**src/rtl/bpd_update_dispatch_pkg.sv**
```systemverilog
// Shared types and widths for the branch-predictor update dispatch path.
package bpd_update_dispatch_pkg;

  localparam int BPD_PC_W    = 40;
  localparam int BPD_META_W  = 45;
  localparam int BPD_FETCH_W = 4;

  typedef struct packed {
    logic                           is_mispredict_update;
    logic                           is_repair_update;
    logic [BPD_PC_W-1:0]            pc;
    logic [BPD_FETCH_W-1:0]         br_mask;
    logic                           cfi_idx_valid;
    logic [$clog2(BPD_FETCH_W)-1:0] cfi_idx_bits;
    logic                           cfi_taken;
    logic                           cfi_mispredicted;
    logic [BPD_PC_W-1:0]            target;
    logic [BPD_META_W-1:0]          meta_0;
  } bpd_update_t;

  localparam int BPD_UPDATE_W = $bits(bpd_update_t);

endpackage

```
**src/rtl/bpd_update_fifo.sv**
```systemverilog
// Generic DEPTH x WIDTH FIFO with flush; storage is reset so idle outputs read as zero.
module bpd_update_fifo #(
  parameter  int DEPTH = 2,
  parameter  int WIDTH = 8,
  localparam int AW    = $clog2(DEPTH),
  localparam int CW    = AW + 1
) (
  input  logic             clock,
  input  logic             reset,
  input  logic             enq,
  input  logic [WIDTH-1:0] enq_data,
  input  logic             deq,
  input  logic             flush,
  output logic [WIDTH-1:0] deq_data,
  output logic [CW-1:0]    count
);

  logic [WIDTH-1:0] mem [DEPTH];
  logic [AW-1:0]    head;
  logic [AW-1:0]    tail;

  assign deq_data = mem[head];

  // DEPTH is a power of two, so pointer increment wraps naturally.
  always_ff @(posedge clock or negedge reset) begin
    if (!reset) begin
      head  <= '0;
      tail  <= '0;
      count <= '0;
      for (int i = 0; i < DEPTH; i++) mem[i] <= '0;
    end else if (flush) begin
      head  <= '0;
      tail  <= '0;
      count <= '0;
    end else begin
      if (enq) begin
        mem[tail] <= enq_data;
        tail      <= tail + AW'(1);
      end
      if (deq) head <= head + AW'(1);
      unique case ({enq, deq})
        2'b10:   count <= count + CW'(1);
        2'b01:   count <= count - CW'(1);
        default: ;
      endcase
    end
  end

endmodule

```
**src/rtl/bpd_update_dispatch.sv**
```systemverilog
// Buffers arbitrated predictor updates and eagerly forks each head entry to all banks that need it.
module bpd_update_dispatch
  import bpd_update_dispatch_pkg::*;
#(
  parameter int                 N_BANKS     = 4,
  parameter int                 DEPTH       = 2,
  parameter logic [N_BANKS-1:0] REPAIR_MASK = 4'b0011
) (
  input  logic                     clock,
  input  logic                     reset,
  input  logic                     io_in_valid,
  output logic                     io_in_ready,
  input  logic                     io_in_bits_is_mispredict_update,
  input  logic                     io_in_bits_is_repair_update,
  input  logic [BPD_PC_W-1:0]      io_in_bits_pc,
  input  logic [BPD_FETCH_W-1:0]   io_in_bits_br_mask,
  input  logic                     io_in_bits_cfi_idx_valid,
  input  logic [1:0]               io_in_bits_cfi_idx_bits,
  input  logic                     io_in_bits_cfi_taken,
  input  logic                     io_in_bits_cfi_mispredicted,
  input  logic [BPD_PC_W-1:0]      io_in_bits_target,
  input  logic [BPD_META_W-1:0]    io_in_bits_meta_0,
  input  logic                     io_in_source,
  input  logic                     io_flush,
  output logic [N_BANKS-1:0]       io_out_valid,
  input  logic [N_BANKS-1:0]       io_out_ready,
  output logic                     io_out_bits_is_mispredict_update,
  output logic                     io_out_bits_is_repair_update,
  output logic [BPD_PC_W-1:0]      io_out_bits_pc,
  output logic [BPD_FETCH_W-1:0]   io_out_bits_br_mask,
  output logic                     io_out_bits_cfi_idx_valid,
  output logic [1:0]               io_out_bits_cfi_idx_bits,
  output logic                     io_out_bits_cfi_taken,
  output logic                     io_out_bits_cfi_mispredicted,
  output logic [BPD_PC_W-1:0]      io_out_bits_target,
  output logic [BPD_META_W-1:0]    io_out_bits_meta_0,
  output logic                     io_out_source,
  output logic                     io_busy
);

  localparam int CW = $clog2(DEPTH) + 1;

  bpd_update_t           in_upd;
  bpd_update_t           head;
  logic [BPD_UPDATE_W:0] head_raw;
  logic [CW-1:0]         count;
  logic                  not_empty;
  logic                  enq;
  logic                  retire;
  logic [N_BANKS-1:0]    need;
  logic [N_BANKS-1:0]    sent;
  logic [N_BANKS-1:0]    fire;
  logic [N_BANKS-1:0]    done;

  assign in_upd = '{
    is_mispredict_update: io_in_bits_is_mispredict_update,
    is_repair_update:     io_in_bits_is_repair_update,
    pc:                   io_in_bits_pc,
    br_mask:              io_in_bits_br_mask,
    cfi_idx_valid:        io_in_bits_cfi_idx_valid,
    cfi_idx_bits:         io_in_bits_cfi_idx_bits,
    cfi_taken:            io_in_bits_cfi_taken,
    cfi_mispredicted:     io_in_bits_cfi_mispredicted,
    target:               io_in_bits_target,
    meta_0:               io_in_bits_meta_0
  };

  assign not_empty   = (count != '0);
  assign io_in_ready = (count != CW'(DEPTH)) && !io_flush;
  assign enq         = io_in_valid && io_in_ready;
  assign io_busy     = not_empty;

  bpd_update_fifo #(
    .DEPTH (DEPTH),
    .WIDTH (BPD_UPDATE_W + 1)
  ) u_fifo (
    .clock    (clock),
    .reset    (reset),
    .enq      (enq),
    .enq_data ({io_in_source, in_upd}),
    .deq      (retire),
    .flush    (io_flush),
    .deq_data (head_raw),
    .count    (count)
  );

  assign head          = head_raw[BPD_UPDATE_W-1:0];
  assign io_out_source = head_raw[BPD_UPDATE_W];

  assign io_out_bits_is_mispredict_update = head.is_mispredict_update;
  assign io_out_bits_is_repair_update     = head.is_repair_update;
  assign io_out_bits_pc                   = head.pc;
  assign io_out_bits_br_mask              = head.br_mask;
  assign io_out_bits_cfi_idx_valid        = head.cfi_idx_valid;
  assign io_out_bits_cfi_idx_bits         = head.cfi_idx_bits;
  assign io_out_bits_cfi_taken            = head.cfi_taken;
  assign io_out_bits_cfi_mispredicted     = head.cfi_mispredicted;
  assign io_out_bits_target               = head.target;
  assign io_out_bits_meta_0               = head.meta_0;

  // Banks outside the repair mask never see repair updates; a zero need retires at once.
  assign need         = head.is_repair_update ? REPAIR_MASK : '1;
  assign io_out_valid = not_empty ? (need & ~sent) : '0;
  assign fire         = io_out_valid & io_out_ready;
  assign done         = sent | fire | ~need;
  assign retire       = not_empty && (&done);

  always_ff @(posedge clock or negedge reset) begin
    if (!reset) begin
      sent <= '0;
    end else if (io_flush || retire) begin
      sent <= '0;
    end else begin
      sent <= sent | fire;
    end
  end

endmodule
```
**config.mk**
```make
export PLATFORM = sky130hd
export DESIGN_NAME = bpd_update_dispatch
export DESIGN_NICKNAME = d
export VERILOG_FILES = /design/src/rtl/bpd_update_dispatch_pkg.sv /design/src/rtl/bpd_update_fifo.sv /design/src/rtl/bpd_update_dispatch.sv
export SDC_FILE = /design/constraint.sdc
export NUM_CORES = 1
export LEC_CHECK = 0
export ABC_AREA = 0
export BUFFER_PORTS_ARGS = -buffer_cell sky130_fd_sc_hd__buf_2
export CORE_ASPECT_RATIO = 1.4
export CORE_MARGIN = 2
export CORE_UTILIZATION = 30
export CTS_CLUSTER_SIZE = 10
export DETAILED_ROUTE_END_ITERATION = 7
export RECOVER_POWER = 100
export REMOVE_ABC_BUFFERS = 1
export SLEW_MARGIN = 20
export SYNTH_ARGS = -nofsm -noshare
export SYNTH_HDL_FRONTEND = slang
export SYNTH_SLANG_ARGS = --single-unit
export TNS_END_PERCENT = 10
```
**constraint.sdc**
```tcl
create_clock -name clock -period 2.1 [get_ports clock]
set_input_delay 0.21 -clock clock [delete_from_list [all_inputs] [get_ports clock]]
set_output_delay 0.21 -clock clock [all_outputs]
set_load 0.01 [all_outputs]
```
-- Yosys cells after proc, flatten, opt, wreduce, memory -nomap -nowiden
Index checks and enable logic that the tools add are counted.
- logic and storage cells: 52
- flip-flop bits (word level): 282
- equality and inequality tests: 3
- magnitude comparators: 3
- reduce and logical (&&, ||, !) cells: 12
- muxes and demuxes: 15
- add/subtract/negate cells: 4
- bitwise operators: 9
- operators with widths (operator ; number):
    137-bit two-way mux ; 4
    274-bit bitwise mux ; 1
    137-bit demux with 1-bit select ; 1
    4-bit two-way mux ; 3
    4-bit bitwise AND ; 2
    4-bit NOT ; 2
    4-bit OR ; 2
    2-bit nonzero test ; 3
    2-bit greater-or-equal comparator, second input constant ; 2
    1-bit logical AND ; 4
    1-bit two-way mux ; 4
    1-bit NOT with 2-bit output ; 2
    2-bit one-hot mux with 2 select lines ; 1
    4-bit AND reduction ; 1
    3-bit nonzero test ; 1
    1-bit adder, second input constant ; 2
    2-bit by 1-bit adder with 2-bit output, second input constant ; 1
    2-bit by 1-bit == test with 1-bit output, second input constant ; 1
    2-bit == test, second input constant ; 1
    2-bit by 1-bit < comparator with 1-bit output, second input constant ; 1
    2-bit two-way mux ; 1
    2-bit != test, second input constant ; 1
    2-bit AND reduction ; 1
    2-bit by 1-bit subtractor with 2-bit output, second input constant ; 1
    other kinds (3) ; 3

-- Depth between registers and ports, before layout
Gate-level depths: netlist of the first run.
- word-level depth: 15
- mapped depth: 6
- mapped depth without buffers: 5

-- Modules after synthesis
A second synthesis of the first run with hierarchy kept.
- cell total of the unflattened synthesis: 778
- area total of the unflattened synthesis: 12954.9 um^2
- by module, submodules not included (module ; instances ; seq. area each (um^2) ; area each (um^2) ; cells each):
    bpd_update_fifo ; 1 ; 6956.7 ; 12695.9 ; 748
    bpd_update_dispatch ; 1 ; 100.1 ; 259.0 ; 30

-- Worst setup path before layout of the first run
No wires, ideal clock.
- path type: reg2reg
- from: reg u_fifo.count[1]
- to: reg u_fifo.mem[0] (netlist name)
- cell stages (with the launch flop): 7
- setup slack: 524 ps
- setup time: 125 ps
- path buffers: 2
- data arrival time: 1451 ps
- data required time: 1975 ps
- cell sequence: dfrtp_1 -> nor2b_1 -> nor2_2 -> nand3_2 -> buf_6 -> buf_12 -> mux2_4
- longest elaborated chain between the ends: 4
- RTL lines (what ; RTL line ; text):
    start: declaration ; bpd_update_fifo.sv:15 ; output logic [CW-1:0] count
    start signal: assignment ; bpd_update_fifo.sv:42 ; 2'b10: count <= count + CW'(1);
    start signal: assignment ; bpd_update_fifo.sv:43 ; 2'b01: count <= count - CW'(1);
    2-bit != test ; bpd_update_dispatch.sv:69 ; assign io_in_ready = (count != CW'(DEPTH)) && !io_flush;
    1-bit logical AND ; bpd_update_dispatch.sv:69 ;
    net io_in_ready ; bpd_update_dispatch.sv:12 ; output logic io_in_ready,
    1-bit logical AND ; bpd_update_dispatch.sv:70 ; assign enq = io_in_valid && io_in_ready;
    2-bit AND reduction (no source line) ; n/a ;
    end signal: indexed assignment ; bpd_update_fifo.sv:37 ; mem[tail] <= enq_data;
    end: declaration ; bpd_update_fifo.sv:18 ; logic [WIDTH-1:0] mem [DEPTH];
The timed path passes the listed nets, and every way through them passes these cells.
A chain may end at the register's enable or synchronous reset.

-- Worst setup path in the final report of the first run
- from: reg u_fifo.head
- to: out io_out_bits_target[7]
- longest elaborated chain between the ends: 4
- RTL lines (what ; RTL line ; text):
    start: declaration ; bpd_update_fifo.sv:19 ; logic [AW-1:0] head;
    start signal: assignment ; bpd_update_fifo.sv:40 ; if (deq) head <= head + AW'(1);
    1-bit NOT with 2-bit output (not written as such) ; bpd_update_fifo.sv:22 ; assign deq_data = mem[head];
    137-bit two-way mux (not written as such) (3 in series) ; bpd_update_fifo.sv:22 ;
    end: declaration ; bpd_update_dispatch.sv:35 ; output logic [BPD_PC_W-1:0] io_out_bits_target,
No other way between the ends. The select of a mux whose other input is x is not followed.

==> implementation parameters, run 1 <==
Parameter                              Value

Route
  Number of iterations in the first detailed-routing pass    4
  DR DRC count    0
  DRT antenna net count    0
  WL final    just over 30000 um
  Routed vias    around 8100
  Drt via density    about 4.5
  Routed wire length per instance    roughly 17 um
  Starting DRC count in detailed routing    180

Timing
  Tcrit/Tclk final    98.9%
  Tightest slew margin relative to the limit    under 10%
  Shortest clock period the worst path allows after layout    approximately 2100 ps
  Final Hold Viols    0
  Slew Limit Fails    0
  Unrepaired setup endpoints after global routing    yes
  Post-route setup slack    23.6 ps
  Clock Skew    ~15 ps
  Highest clock frequency the design can meet    around 480 MHz
  Slew at the pin closest to its max-slew limit    1420 ps
  Number of setup violations in the final report    0

Worst setup path
  Worst path arrival time    between 1500 and 2000 ps
  Class of the most critical setup path    reg -> out
  Critical path data required time    between 1500 and 2000 ps
  Category of the worst setup path launch point    register
  Number of buffers and inverters on the critical path    3
  Worst-path cell chain    buf_12 > buf_16 > mux2_2 > buf_2
  Slack of the worst reg-to-reg path    approximately 280 ps
  Delay contributed by the slowest stage of the critical path    420 ps
  Crit path capture type    primary output
  Worst path slowest cell    dfrtp_4
  Worst-path fanout max    43
  Cell family with most CP delay    buffers and inverters

Logic synthesis
  Number of enable-type register cells in the synthesized netlist    0
  Average footprint of a synthesized cell    about 16 sq um
  Cell type with the largest total area after synthesis    dfrtp_1
  Sequential fraction of the synthesis area    around 55%
  Top area cells in the synthesized netlist    dfrtp_1 (55%), mux2_4 (15%), mux2_2 (13%)
  Most common cell in the synthesized netlist    dfrtp_1
  Flip-flop and latch count after synthesis    between 200 and 300
  Most used flip-flop cell after synthesis    dfrtp_1
  Synthesized area    about 13000 sq um
  Dominant combinational cell family by area after synthesis    multiplexers
  Post-synthesis cell type count    34
  YS warnings    0
  Portion of synthesized cell area occupied by the leading cell type    54.6%
  Adder and majority gate portion of the synthesized area    0%
  Gate count of the mapped netlist    approximately 780
  Area share of xor/xnor cells in the synthesized design    less than 1%
  Area fraction in and, or, nand and nor cells after synthesis    less than 1%
  Area fraction in compound gates after synthesis    0.862%
  Mux share of post-synthesis cell area    39.6%
  Most frequent cells after synthesis    dfrtp_1 (282), mux2_2 (150), mux2_1 (130), mux2_4 (130), buf_6 (18)
  Fraction of registers with async set/reset    100%

Place
  Number of placed cells counting well taps    about 1600
  GP Congestion    about 0.76
  Placement-stage worst setup slack    around 280 ps
  Number of buffers added on ports    roughly 290
  HPWL Detailed    just over 20000 um

Die
  Starting Density    30.2%
  Count of standard-cell rows    90
  Boundary Pins    288
  Die span in y    roughly 250 um
  Area of the core    approximately 43000 sq um
  Die extent in x    179 um
  Full die area    about 45000 sq um

Cells and area
  Final cell count without fillers    about 1800
  Area grow syn2layout    35.2%
  Final-stage net count    1382
  Fraction of layout instances using a drive strength above 1    between 50% and 60%

Power
  Pwr/cell area    1090 nW/um^2
  Leakage    between 0.008 and 0.009 uW
  Worst supply voltage drop on vdd    around 0.00074 V

Global route
  Global-route total usage across every layer    13.5%
  Vias in the first global route    a little under 9000
  Global-route wire length before repair    47900 um
  Largest net degree at the start of global routing    61
  Total congestion overflow    0
  Number of antenna violations at the first check in global routing    3

Clock network
  CTS H-Tree Depth    2
  CTS sink cnt    ~280
  Cts bufs inserted    35
  Buffer levels on the longest clock path    3
  Clock insertion delay at the later pin of the skew report    510 ps
  Clock root buffer    clkbuf_16
  CTS tree    built
  Clock transition at the registers of the reported paths    around 50 ps

Run status
  Result of the run    finished clean

Flow run
  Max_cap viols    0

Worst hold path
  Hold WC Path Type    in -> reg
## worst register-to-register path: cells and delay by family (launching register included)
kind                   cells  cell delay [ps]
AND/OR/NAND/NOR            3              490
flip-flops                 1              430
buffers and inverters      2              420
multiplexers               1              350
## power by group
part           leakage [uW]  internal, uW  switching (uW)
Clock              0.000497          3340            2230
Sequential          0.00336          7170             892
Combinational       0.00440          3320            2050
## per-layer routing
metal | vias to the layer above | global-route usage [%] | part of all wire [%] | wire [um]
met5 | - | 0 | 0 | 0
met4 | 0 | 6.24 | 3.7 | 1140
met3 | 57 | 2.54 | 4.5 | 1380
met2 | 189 | 23.8 | 52 | 16100
met1 | 4148 | 15.5 | 40 | 12300
li1 | 3699 | - | - | -
## cell families (layout without fill, tap and decap cells)
group                     count (synthesis)  count (layout)
other                                     0               3
DFF                                     282             282
muxes                                   411             411
and+or+nand+nor                          24              24
AOI/OAI and AO/OA                        17              17
buffers and inverters                    48             512
xor gates and xnor gates                  2               2
## per-stage QoR
| step | util, % | hold WS (ps) | TNS (ps) | power [uW] | instance area, sq um |
|---|---|---|---|---|---|
| 6_report | 40.8 | 43.7 | 0 | 19000 | 17500 |
| 5_1_grt | 40.8 | 35.8 | -1640 | 20000 | 17500 |
| 3_3_place_gp | 35.0 | 158 | 0 | 13100 | 15000 |
| 4_1_cts | 40.7 | 5.75 | -1020 | 19300 | 17400 |
| 3_5_place_dp | 35.0 | 164 | 0 | 13300 | 15000 |
| 2_1_floorplan | - | -85.6 | -1346380 | 11500 | 12400 |
## repair_timing
action | CTS | global route
endpoints found under the setup margin | 69 | 103
endpoints found under the hold margin | 321 | 0
setup buffers | 0 | 2
gates cloned | 0 | 1
hold buffers | 143 | 0
resized for setup | 1 | 8
## worst paths after layout
kind                                       from               endpoint  depth (start not counted)
worst max-delay path                u_fifo.head  io_out_bits_target[7]                          4
worst min-delay path                io_in_valid        u_fifo.count[0]                          3
worst max register to register  u_fifo.count[0]        u_fifo.mem[160]                          6
worst min register to register  u_fifo.mem[268]        u_fifo.mem[268]                          1
max in group asynchronous                 reset        u_fifo.mem[178]                          4
min in group asynchronous                 reset        u_fifo.mem[111]                          2
## layout by cell type (no fill, tap or decap), drive strengths merged, types with 2 or more instances in the layout
cell         instances
inv                  3
nand2                3
o22ai                2
nor2b                2
clkbuf              55
mux2               410
o21ai                3
diode                3
nand3                2
buf                309
a21oi                4
dfrtp              282
nor2                13
a211oi               2
dlygate4sd3        143
## sequential cells by signal, summed over array words and instances (netlist names)
signal and cells:
u_fifo.tail 1, u_fifo.head 1, u_fifo.mem 274, u_fifo.count 2, sent 4
## final cells by class
class / count / area (sq um)
multi-input cells: 454 / 5400
well taps: 552 / 691
flip-flops and latches: 282 / 7060
clock inverters: 2 / 35.0
repair buffers: 461 / 3290
inverters: 3 / 11.3
diodes: 3 / 7.51
fillers: 4004 / 25300
clock buffers: 46 / 980
(Power assumes the default switching activity.)
==> run 2: changes to the inputs <==
--- a/config.mk
+++ b/config.mk
@@ -10,6 +10,7 @@
 export CORE_ASPECT_RATIO = 1.4
 export CORE_MARGIN = 2
 export CORE_UTILIZATION = 30
+export CTS_BUF_LIST = sky130_fd_sc_hd__clkbuf_4 sky130_fd_sc_hd__clkbuf_8
 export CTS_CLUSTER_SIZE = 10
 export DETAILED_ROUTE_END_ITERATION = 7
 export RECOVER_POWER = 100
==> run 2 against run 1 <==
Register-to-register slack worse by 210 ps; fmax fell by 0.13%; sequential power barely moved; critical path type unchanged.
==> implementation parameters, run 2 (same netlist as run 1, synthesis figures left out) <==
Parameter                              Value

Cells and area
  Max FFs per register    274 (unchanged)
  Area grow syn2layout    39.6% (was 35.2%)
  Most common library cell in the layout ignoring fill and taps    dfrtp_1 (was buf_2)
  Final-stage net count    1412 (was 1382)
  Final cell count without fillers    1855 (was 1803)
  Biggest register    u_fifo.mem (unchanged)
  Util after Layout    42.1% (was 40.8%)
  Commonest non-fill, non-tap cells in the layout    dfrtp_1 (281), buf_2 (241), mux2_2 (145), dlygate4sd3_1 (145), mux2_4 (135) (was buf_2 (286), dfrtp_1 (281), mux2_2 (148))
  Fraction of layout instances using a drive strength above 1    53.8% (was 51.7%)
  Registers with the highest flip-flop counts    u_fifo.mem x274, sent x4, u_fifo.count x2 (unchanged)

Timing
  Post-route setup slack    20.9 ps (was 23.6 ps)
  Slew at the pin closest to its max-slew limit    1410 ps (was 1420 ps)
  Tightest slew margin relative to the limit    5.94% (was 5.48%)
  Highest clock frequency the design can meet    481 MHz (was 482 MHz)
  Tcrit/Tclk final    99.0% (was 98.9%)
  Unrepaired setup endpoints after global routing    yes (unchanged)
  Final Hold Viols    0 (unchanged)
  Number of setup violations in the final report    0 (unchanged)
  Final Hold Slack    397 ps (was 43.7 ps)
  Slew Limit Fails    0 (unchanged)
  Clock Skew    17.1 ps (was 14.8 ps)
  Shortest clock period the worst path allows after layout    2080 ps (about the same)

Worst setup path
  Worst-path fanout max    7 (was 43)
  Class of the most critical setup path    reg -> out (unchanged)
  Crit path capture type    primary output (unchanged)
  Delay contributed by the slowest stage of the critical path    460 ps (was 420 ps)
  Reg2reg path depth    7 (was 6)
  Category of the worst setup path launch point    register (unchanged)
  Worst path arrival time    1870 ps (about the same)
  Worst path slowest cell    dfrtp_4 (unchanged)
  Worst-path cell chain    buf_12 > clkbuf_16 > mux2_2 > buf_6 (was buf_12 > buf_16 > mux2_2 > buf_2)
  Critical path data required time    1890 ps (about the same)
  Slack of the worst reg-to-reg path    70 ps (was 280 ps)

Route
  Number of iterations in the first detailed-routing pass    4 (unchanged)
  WL final    32500 um (was 30900 um)
  DR DRC count    0 (unchanged)
  Starting DRC count in detailed routing    209 (was 180)
  Drt via density    4.46 (was 4.49)
  DRT antenna net count    0 (unchanged)
  Routed vias    8282 (was 8093)
  Routed wire length per instance    17.5 um (was 17.1 um)

Place
  HPWL Detailed    20200 um (unchanged)
  Placement-stage worst setup slack    282 ps (unchanged)
  GP Congestion    0.765 (unchanged)
  Number of buffers added on ports    287 (unchanged)
  Number of placed cells counting well taps    1606 (unchanged)

Clock network
  Buffer levels on the longest clock path    3 (unchanged)
  Cts bufs inserted    48 (was 35)
  CTS tree    built (unchanged)
  CTS H-Tree Depth    2 (unchanged)
  Clock insertion delay at the later pin of the skew report    570 ps (was 510 ps)
  Clock transition at the registers of the reported paths    70 ps (was 50 ps)
  CTS sink cnt    282 (unchanged)
  Clock root buffer    clkbuf_8 (was clkbuf_16)

Flow run
  Max_cap viols    0 (unchanged)

Die
  Count of standard-cell rows    90 (unchanged)
  Die span in y    250 um (unchanged)
  Starting Density    30.2% (unchanged)
  Area of the core    42800 sq um (unchanged)
  Boundary Pins    288 (unchanged)
  Die extent in x    179 um (unchanged)
  Full die area    44800 sq um (unchanged)

Power
  Seq pwr share    42.3% (was 42.4%)
  Leakage    0.00853 uW (was 0.00826 uW)
  Net switching power    5340 uW (was 5170 uW)
  Pwr/cell area    1060 nW/um^2 (was 1090 nW/um^2)
  Post-layout power    19100 uW (was 19000 uW)
  Cell-internal power    13800 uW (about the same)
  Worst supply voltage drop on vdd    0.000680 V (was 0.000739 V)
  Proportion of power drawn by combinational gates    30.9% (was 28.2%)
  Sw Ratio    28.0% (was 27.2%)
  Clk network pwr share    26.8% (was 29.3%)

Worst hold path
  Worst hold stages    3 (unchanged)
  Hold WC Path Type    in -> reg (unchanged)

Run status
  Result of the run    finished clean (unchanged)

Global route
  Largest net degree at the start of global routing    61 (unchanged)
  Number of antenna violations at the first check in global routing    4 (was 3)
  Total congestion overflow    0 (unchanged)
  Global-route total usage across every layer    13.7% (was 13.5%)
  Vias in the first global route    9119 (was 8855)
  Global-route wire length before repair    48600 um (was 47900 um)
-- run 2: repair_timing --
item	CTS	global route
setup buffers	3	2
resized for setup	13	63
hold endpoints to repair	475	0
setup endpoints to repair	138	138
gates cloned	1	12
hold buffers	145	0
pin swaps	0	0
-- run 2: metrics by stage --
| step | TNS (ps) | instance area, sq um |
|---|---|---|
| finish | 0 | 18000 |
| global route | -4370 | 18000 |
| CTS | -4760 | 17500 |
| detailed placement | 0 | 15000 |
| global placement | 0 | 15000 |
| floorplan | -1346380 | 12400 |
-- run 2: final timing paths --
| check | from | endpoint |
|---|---|---|
| max in group asynchronous | reset | u_fifo.mem[18] |
| setup / recovery | u_fifo.head | io_out_bits_target[4] |
| hold / removal | io_in_bits_target[34] | u_fifo.mem[216] |
| hold reg to reg | u_fifo.mem[268] | u_fifo.mem[268] |
| setup reg to reg | u_fifo.head | u_fifo.count[0] |
| min in group asynchronous | reset | u_fifo.mem[111] |
-- run 2: layer usage --
layer / global-route usage, % / share of wire, % / wire length, um / up-vias
met5: 0 / 0 / 0 / -
met4: 6.31 / 3.8 / 1230 / 0
met3: 2.82 / 4.5 / 1460 / 71
met2: 24.0 / 51 / 16700 / 203
met1: 15.8 / 40 / 13100 / 4230
li1: - / - / - / 3778
-- run 2: power by group through the flow --
stage / sequential, uW / clock (uW) / combinational (uW)
6_report: 8070 / 5110 / 5900
5_1_grt: 8270 / 5560 / 6330
4_1_cts: 8040 / 5340 / 5490
3_5_place_dp: 8090 / 0 / 5190
3_3_place_gp: 8010 / 0 / 5090
2_1_floorplan: 7860 / 0 / 3640
-- run 2: worst max-delay path, delay by kind of cell, from the launching register on --
family,cells,cell delay (ps)
buf+inv,3,470
flops,1,460
mux,1,360
-- run 2: area by class of cell --
cell class | count | area [sq um]
Tap cell | 552 | 691
Fill cell | 3936 | 24800
Multi-Input combinational cell | 454 | 5390
Clock inverter | 9 | 72.6
Timing Repair Buffer | 478 | 3890
Inverter | 3 | 11.3
Antenna cell | 4 | 10.0
Sequential cell | 282 | 7060
Clock buffer | 73 | 905
==> run 3: changes to the inputs <==
--- a/config.mk
+++ b/config.mk
@@ -7,7 +7,7 @@
 export LEC_CHECK = 0
 export ABC_AREA = 0
 export BUFFER_PORTS_ARGS = -buffer_cell sky130_fd_sc_hd__buf_2
-export CORE_ASPECT_RATIO = 1.4
+export CORE_ASPECT_RATIO = 1.5
 export CORE_MARGIN = 2
 export CORE_UTILIZATION = 30
 export CTS_BUF_LIST = sky130_fd_sc_hd__clkbuf_4 sky130_fd_sc_hd__clkbuf_8
==> run 3 against run 2 <==
Highest routed layer unchanged; via count grew 0.12%; critical endpoint is now io_out_bits_meta_0[15]; clock power grew 4%; largest power group unchanged; critical path depth is the same; global-route usage grew 0.49 points; the run now ends with negative setup slack left.
==> implementation parameters, run 3 (same netlist as run 1, synthesis figures left out) <==
Parameter                              Value

Place
  GP Congestion    0.775 (was 0.765)
  Number of placed cells counting well taps    1630 (was 1606)
  HPWL Detailed    21100 um (was 20200 um)
  Number of buffers added on ports    287 (unchanged)

Clock network
  Cts bufs inserted    48 (unchanged)
  CTS tree    built (unchanged)
  CTS sink cnt    282 (unchanged)
  CTS H-Tree Depth    2 (unchanged)
  Clock root buffer    clkbuf_8 (unchanged)
  Buffer levels on the longest clock path    3 (unchanged)
  Clock insertion delay at the later pin of the skew report    570 ps (about the same)
  Clock transition at the registers of the reported paths    60 ps (was 70 ps)

Die
  Die span in y    258 um (was 250 um)
  Count of standard-cell rows    93 (was 90)
  Die extent in x    173 um (was 179 um)
  Boundary Pins    288 (unchanged)
  Full die area    44800 sq um (about the same)
  Area of the core    42700 sq um (was 42800 sq um)
  Starting Density    30.3% (was 30.2%)

Power
  Sw Ratio    28.0% (about the same)
  Leakage    0.00839 uW (was 0.00853 uW)
  Seq pwr share    42.7% (was 42.3%)
  Cell-internal power    13600 uW (was 13800 uW)
  Proportion of power drawn by combinational gates    29.2% (was 30.9%)
  Net switching power    5280 uW (was 5340 uW)
  Clk network pwr share    28.1% (was 26.8%)
  Pwr/cell area    1070 nW/um^2 (was 1060 nW/um^2)
  Worst supply voltage drop on vdd    0.000539 V (was 0.000680 V)

Worst setup path
  Category of the worst setup path launch point    register (unchanged)
  Class of the most critical setup path    reg -> out (unchanged)
  Crit path capture type    primary output (unchanged)
  Worst path arrival time    1910 ps (was 1870 ps)
  Worst-path fanout max    26 (was 7)
  Reg2reg path depth    6 (was 7)
  Critical path data required time    1890 ps (about the same)

Worst hold path
  Hold WC Path Type    in -> reg (unchanged)
  Worst hold stages    3 (unchanged)

Route
  Starting DRC count in detailed routing    274 (was 209)
  Drt via density    4.44 (was 4.46)
  WL final    32100 um (was 32500 um)
  Routed vias    8292 (was 8282)
  DRT antenna net count    0 (unchanged)
  Number of iterations in the first detailed-routing pass    4 (unchanged)
  DR DRC count    0 (unchanged)
  Routed wire length per instance    17.2 um (was 17.5 um)

Timing
  Shortest clock period the worst path allows after layout    2120 ps (was 2080 ps)
  Final Hold Viols    0 (unchanged)
  Clock Skew    22.3 ps (was 17.1 ps)
  Number of setup violations in the final report    9 (was 0)
  Tcrit/Tclk final    101% (was 99.0%)
  Tightest slew margin relative to the limit    8.57% (was 5.94%)
  Slew at the pin closest to its max-slew limit    1370 ps (was 1410 ps)
  Slew Limit Fails    0 (unchanged)
  Unrepaired setup endpoints after global routing    yes (unchanged)
  Post-route setup slack    -15.3 ps (was 20.9 ps)
  Highest clock frequency the design can meet    473 MHz (was 481 MHz)

Cells and area
  Util after Layout    41.3% (was 42.1%)
  Fraction of layout instances using a drive strength above 1    53.8% (about the same)
  Registers with the highest flip-flop counts    u_fifo.mem x274, sent x4, u_fifo.count x2 (unchanged)
  Area grow syn2layout    36.6% (was 39.6%)
  Final-stage net count    1405 (was 1412)
  Final cell count without fillers    1869 (was 1855)
  Biggest register    u_fifo.mem (unchanged)
  Most common library cell in the layout ignoring fill and taps    dfrtp_1 (unchanged)
  Number of filler cells placed in the layout    3998 (was 3936)
  Max FFs per register    274 (unchanged)
  Commonest non-fill, non-tap cells in the layout    dfrtp_1 (281), buf_2 (280), mux2_2 (146) (was dfrtp_1 (281), buf_2 (241), mux2_2 (145), dlygate4sd3_1 (145), mux2_4 (135))

Global route
  Largest net degree at the start of global routing    61 (unchanged)
  Global-route total usage across every layer    14.2% (was 13.7%)
  Number of antenna violations at the first check in global routing    1 (was 4)
  Total congestion overflow    0 (unchanged)
  Global-route wire length before repair    51100 um (was 48600 um)
  Vias in the first global route    9382 (was 9119)

Flow run
  Max_cap viols    0 (unchanged)

Run status
  Result of the run    complete, but fails checks (was finished clean)
  Failing checks    negative setup slack
## run 3: cell types whose count changed in the layout (fill, tap and decap cells not counted), moves of 4 or more
cell	previous run	this run
buf_2	241	280
clkinv_2	7	3
clkbuf_16	7	1
buf_6	49	10
clkbuf_8	57	62
buf_4	8	18
## run 3: power groups by stage
| stage | Combinational [uW] | Clock, uW | Sequential (uW) |
|---|---|---|---|
| 6_report | 5510 | 5300 | 8050 |
| 5_1_grt | 5930 | 5740 | 8270 |
| 4_1_cts | 5580 | 5540 | 8040 |
| 3_5_place_dp | 5260 | 0 | 8100 |
| 3_3_place_gp | 5160 | 0 | 8010 |
| 2_1_floorplan | 3640 | 0 | 7860 |
## run 3: worst paths after layout
kind / startpoint / end / slack, ps
worst max-delay path: u_fifo.head / io_out_bits_meta_0[15] / -20
worst min-delay path: io_in_bits_pc[2] / u_fifo.mem[233] / 400
worst max register to register: u_fifo.count[0] / u_fifo.mem[221] / 210
worst min register to register: u_fifo.mem[170] / u_fifo.mem[170] / 480
max in group asynchronous: reset / u_fifo.mem[154] / 320
min in group asynchronous: reset / u_fifo.mem[148] / 480
## run 3: final cells by class
cell class | instances | area, sq um | area share (%)
inverters | 3 | 11.3 | 0.0638
well taps | 570 | 713 | 4.04
multi-input cells | 454 | 5390 | 30.5
clock buffers | 84 | 1020 | 5.77
diodes | 1 | 2.50 | 0.0142
repair buffers | 471 | 3430 | 19.4
clock inverters | 4 | 22.5 | 0.128
flip-flops and latches | 282 | 7060 | 40.0
## run 3: stage by stage
stage | setup slack, ps | cell area (sq um) | power [uW] | hold WS [ps] | TNS [ps]
2_1_floorplan | -5390 | 12400 | 11500 | -85.6 | -1346380
3_3_place_gp | 256 | 15100 | 13200 | 173 | 0
3_5_place_dp | 221 | 15100 | 13400 | 175 | 0
4_1_cts | -94.4 | 17600 | 19200 | 125 | -7370
5_1_grt | -96.0 | 17600 | 19900 | 384 | -8340
6_report | -15.3 | 17600 | 18900 | 404 | -34.8
## run 3: critical path, cell delays in order (launching register included)
cell,delay [ps]
dfrtp_4,470
buf_4,150
buf_16,190
mux2_2,380
buf_2,140
## run 3: what timing repair did
item,CTS,global route
hold endpoints to repair,518,0
hold buffers,144,0
pin swaps,0,0
setup endpoints to repair,122,136
gates resized for setup,11,2
buffers inserted,3,2
cloned,0,1
## run 3: layer usage
metal / vias up / routed length, um / track usage [%]
met5: - / 0 / 0
met4: 0 / 1330 / 6.94
met3: 80 / 1320 / 2.40
met2: 207 / 17000 / 26.0
met1: 4230 / 12400 / 15.9
li1: 3775 / - / -
